==> config.mk <==
export PLATFORM = sky130hd
export DESIGN_NAME = bin_to_bcd42
export DESIGN_NICKNAME = d
export VERILOG_FILES = /design/src/rtl/bin_to_bcd42.sv
export SDC_FILE = /design/constraint.sdc
export NUM_CORES = 1
export LEC_CHECK = 0
export ABC_CLOCK_PERIOD_IN_PS = 1470
export CORE_AREA = 8 8 45 47
export DETAILED_ROUTE_END_ITERATION = 10
export DIE_AREA = 0 0 53 55
export PLACE_DENSITY = 0.48
export REMOVE_ABC_BUFFERS = 1
export SLEW_MARGIN = 20
export SYNTH_ARGS = -nofsm -noshare
export SYNTH_HDL_FRONTEND = slang
export SYNTH_SLANG_ARGS = --single-unit
==> constraint.sdc <==
create_clock -name clk -period 1.47 [get_ports clk]
set_input_delay 0.294 -clock clk [delete_from_list [all_inputs] [get_ports clk]]
set_output_delay 0.294 -clock clk [all_outputs]
set_load 0.02 [all_outputs]
==> src/rtl/bin_to_bcd42.sv <==
// rtl/bin_to_bcd42.sv - 4-bit binary to 2-digit BCD converter, double-dabble, registered input
// Optional macro BIN_TO_BCD42_PIPE_EN adds an output register stage (latency 2 instead of 1).
module bin_to_bcd42 (
  input  logic       clk,
  input  logic       rst,
  input  logic       in_valid,
  input  logic [3:0] B,
  output logic       out_valid,
  output logic [3:0] BCD_0,
  output logic [3:0] BCD_1
);

  logic [3:0] b_q;
  logic       v_q;
  logic [7:0] conv;

  function automatic logic [3:0] add3(input logic [3:0] n);
    return (n >= 4'd5) ? n + 4'd3 : n;
  endfunction

  // b_q only loads on accepted samples, so the converted value holds while idle
  always_ff @(posedge clk or posedge rst) begin
    if (rst) begin
      b_q <= 4'd0;
      v_q <= 1'b0;
    end else begin
      v_q <= in_valid;
      if (in_valid) b_q <= B;
    end
  end

  always_comb begin
    conv = 8'd0;
    conv = {add3(conv[7:4]), add3(conv[3:0])};
    conv = {conv[6:0], b_q[3]};
    conv = {add3(conv[7:4]), add3(conv[3:0])};
    conv = {conv[6:0], b_q[2]};
    conv = {add3(conv[7:4]), add3(conv[3:0])};
    conv = {conv[6:0], b_q[1]};
    conv = {add3(conv[7:4]), add3(conv[3:0])};
    conv = {conv[6:0], b_q[0]};
  end

`ifdef BIN_TO_BCD42_PIPE_EN
  logic [7:0] bcd_q;
  logic       ov_q;

  always_ff @(posedge clk or posedge rst) begin
    if (rst) begin
      bcd_q <= 8'd0;
      ov_q  <= 1'b0;
    end else begin
      ov_q <= v_q;
      if (v_q) bcd_q <= conv;
    end
  end

  assign out_valid = ov_q;
  assign BCD_1     = bcd_q[7:4];
  assign BCD_0     = bcd_q[3:0];
`else
  assign out_valid = v_q;
  assign BCD_1     = conv[7:4];
  assign BCD_0     = conv[3:0];
`endif

endmodule

# Word-level counts from Yosys, hierarchy flattened
# Index checks and enable logic that the tools add are counted.
[word_totals]
reg_bits = 5
input_bits = 7
out_inout_bits = 9
word_cells = 5
[op_classes]
addsub = 1
n_lt_le_gt_ge = 1
n_mux = 1
[op_table]
columns = ["operator", "count"]
rows = [
  ["adder 3 x 2 -> 4 bit (second input constant)", 1],
  ["2-to-1 mux 4 bit", 1],
  [">= comparator 3 bit (second input constant)", 1],
]

# Depth between registers and ports, before layout
[depth]
ltp_word = 2
ltp_mapped = 4
mapped_depth_nobuf = 4

# Worst setup path after synthesis
# OpenSTA, ideal clock, no wires.
[synth_timing]
path_kind = "register -> output"
startpoint = "register b_q[2]"
endpoint = "output BCD_0[1]"
arrival_ns = 1.132
required_ns = 1.176
path_slack_ns = 0.044
path_stages_with_launch = 5
path_buffers = 0
path_cell_list = "dfrtp_1 > inv_1 > ha_1 > o21ai_1 > xnor2_1"
[synth_via]
elab_chain_len = 2
[synth_rtl]
columns = ["item", "line_no", "rtl"]
rows = [
  ["from (decl)", "13", "logic [3:0] b_q;"],
  ["from (signal assigned)", "24", "b_q <= 4'd0;"],
  ["from (signal assigned)", "28", "if (in_valid) b_q <= B;"],
  [">= comparator 3 bit", "18", "return (n >= 4'd5) ? n + 4'd3 : n;"],
  ["2-to-1 mux 4 bit", "18", ""],
  ["to (decl)", "9", "output logic [3:0] BCD_0,"],
]
# Every way passes these cells.

# Worst setup path in the final report
# Same ends and word-level chain as after synthesis.

==> metrics.md <==
| Metric | Value |
|---|---|
| Status | `complete, but fails checks` |
| Failing checks | `negative setup slack` |
| Pre-CTS setup slack | `-0.339 ns` |
| Hold buffers post-CTS | `0` |
| Total track usage | `0.0515` |
| Antenna violations before repair | `0` |
| Final setup skew | `0 ns` |
| Final Instance Area | `505 um2` |
| Multi-input logic area | `159 um2` |
| Slowest stage delay, CP | `0.38 ns` |
| Initial DRC Count | `1` |
| Setup TNS | `-0.219 ns` |
| Met3 Use GR | `0.0348` |
| Cts bufs inserted | `3` |
| Final period utilization | `1.05` |
| Initial core utilization | `0.203` |
| Worst-path clk slew | `0.04 ns` |
| Fraction of layout cells with a size suffix above 1 | `0.449` |
| Main synth FF type | `dfrtp_1` |
| First-pass GRT wire length | `1.05 mm` |
| Slew Limit Fails | `0` |
| Tmin final | `1.54 ns` |
| Most frequent cells after synthesis | `dfrtp_1 (5), buf_4 (4), a21oi_1 (3), inv_1 (3)` |
| Final Non-Filler Cells | `65` |
| Avg Inst Size Synth | `9.71 um2` |
| Setup violators final | `4` |
| Final #Nets | `59` |
| Dpl cells | `60` |
| Ys async rst share | `1.00` |
| Final core utilization | `0.365` |
| CTS tree | `done` |
| Unrepaired setup endpoints after global routing | `true` |
| Vias | `257` |
| Global-route met1 utilization | `0.0475` |
| Die span in x | `53 um` |
| CTS root buffer | `clkbuf_4` |
| CORE AREA | `1380 um2` |
| Slowest CP cell | `dfrtp_1` |
| Io pins | `16` |
| Worst setup margin | `-0.0697 ns` |
| CP Cell Sequence | `inv_2, ha_4, o21ai_2, xnor2_1, buf_4` |
| Placed instance area | `437 um2` |
| Most frequent cell after synthesis | `dfrtp_1` |
| Seq cells post-synth | `5` |
| Data arrival, critical path | `1.25 ns` |
| TritonRoute pass-1 iters | `2` |
| Crit-path leading delay family | `flip-flops` |
| Area growth, synth to finish | `79.6%` |
| Critical Path End Type | `primary output` |
| Achievable frequency | `0.649 GHz` |
| Average routed wire per standard cell | `9.75 um` |
| Worst-Skew Late Latency | `0.23 ns` |
| Maximum vdd drop | `0.000359 V` |
| Die area | `2920 um2` |
| Seq/Total Area, Yosys | `0.444` |
| IO Port Bufs | `12` |
| Tot Pwr | `0.488 mW` |
| Final Hold Fails | `0` |
| Largest cells by area after synthesis | `dfrtp_1 (44%), buf_4 (11%), ha_1 (8.9%), mux2_2 (8.0%), a21oi_1 (5.3%)` |
| Min Hold Slack | `0.256 ns` |
| Clock buffer depth | `2` |
| Drt drc | `0` |
| H-tree levels | `1` |
| Max_cap viols | `0` |
| WL final | `634 um` |
| CP max FO | `4` |
| Clock sink count | `5` |
| ANT cells | `0` |
| Worst hold path class | `in -> async` |
| Routed vias/inst | `3.95` |
| Worst Path Required | `1.18 ns` |
| Largest net degree at the start of global routing | `7` |
| WS Path Type | `reg -> out` |
| Vias in the first global route | `245` |
| # fillers | `145` |
| Post-DP HPWL | `511 um` |
| Storage element area | `125 um2` |
| Global placer's final weighted congestion | `0.604` |
| Detail Route Antenna Nets | `0` |
| Gr ovfl total | `0` |
| Mapped Area | `282 um2` |
| Area leader, netlist | `dfrtp_1` |
| Met2 Use GR | `0.0742` |
| Post-synth EDFFs | `0` |
| Row count | `14` |
| Worst setup SP type | `flop` |
| GRT busiest layer | `met2` |
| Post-Synthesis Cells | `29` |
| Synth cell types | `14` |
| Ys Warns | `0` |
| Power per cell area | `964 nW/um2` |
| Share of the synthesized area in the top cell type | `0.444` |
| Die Span Y | `55 um` |
| Leak | `0.235 nW` |
| Worst path bufs/invs | `2` |
final timing paths:
kind / from / to / slack [ns] / depth (start not counted)
max in group asynchronous: rst / out_valid$_DFF_PP0_ / 1.04 / 2
setup reg to reg: b_q[2]$_DFFE_PP0P_ / b_q[2]$_DFFE_PP0P_ / 0.58 / 4
hold / removal: rst / b_q[1]$_DFFE_PP0P_ / 0.26 / 2
setup / recovery: b_q[2]$_DFFE_PP0P_ / BCD_0[1] / -0.07 / 5
hold reg to reg: b_q[0]$_DFFE_PP0P_ / b_q[0]$_DFFE_PP0P_ / 0.50 / 1
min in group clk: b_q[0]$_DFFE_PP0P_ / b_q[0]$_DFFE_PP0P_ / 0.50 / 1
what timing repair did:
action,in CTS,in global routing
resized for setup,30,3
setup buffers,1,0
endpoints found under the setup margin,5,5
pin swaps,2,0
cells in the final DEF, fill, tap and decap left out:
master	instances
dlymetal6s2s_1	1
conb_1	3
buf_4	8
buf_6	2
a21oi_1	1
clkdlybuf4s50_1	6
nand2_1	2
dlygate4sd2_1	1
ha_4	2
xnor2_1	1
dfrtp_1	5
o21a_1	1
o21ai_2	1
mux2_2	2
clkbuf_4	3
nor2b_1	1
o21ai_0	2
inv_2	2
a21oi_2	2
clkbuf_1	1
inv_1	1
nor2_1	1
layer usage:
| metal | share of wire | up-vias |
|---|---|---|
| li1 | - | 131 |
| met1 | 0.42 | 113 |
| met2 | 0.44 | 13 |
| met3 | 0.13 | 0 |
| met4 | 0 | 0 |
| met5 | 0 | - |
area by class of cell:
cell class	count	share of cell area
clock buffer	4	0.0520
multi-input combinational	19	0.314
sequential	5	0.248
inverter	3	0.0223
tap	16	0.0396
timing repair buffer	18	0.324
where the power goes:
part / switching (mW) / total, mW / internal, mW
combinational: 0.0818 / 0.173 / 0.0909
clock: 0.0504 / 0.153 / 0.102
sequential: 0.0121 / 0.162 / 0.150
sequential cells by signal (all words and copies together) (netlist names):
name and flops:
out_valid 1, b_q 4
logic make-up after synthesis:
kind of cell	share of synthesized area
adder cells (fa/ha/maj)	0.0889
multiplexers	0.0800
buffers and inverters	0.147
XOR/XNOR	0.0311
other	0.0133
AND/OR/NAND/NOR	0.0622
AO/OA/AOI/OAI	0.133
flip-flops	0.444
Note: power is estimated with default switching activity, not from simulation.
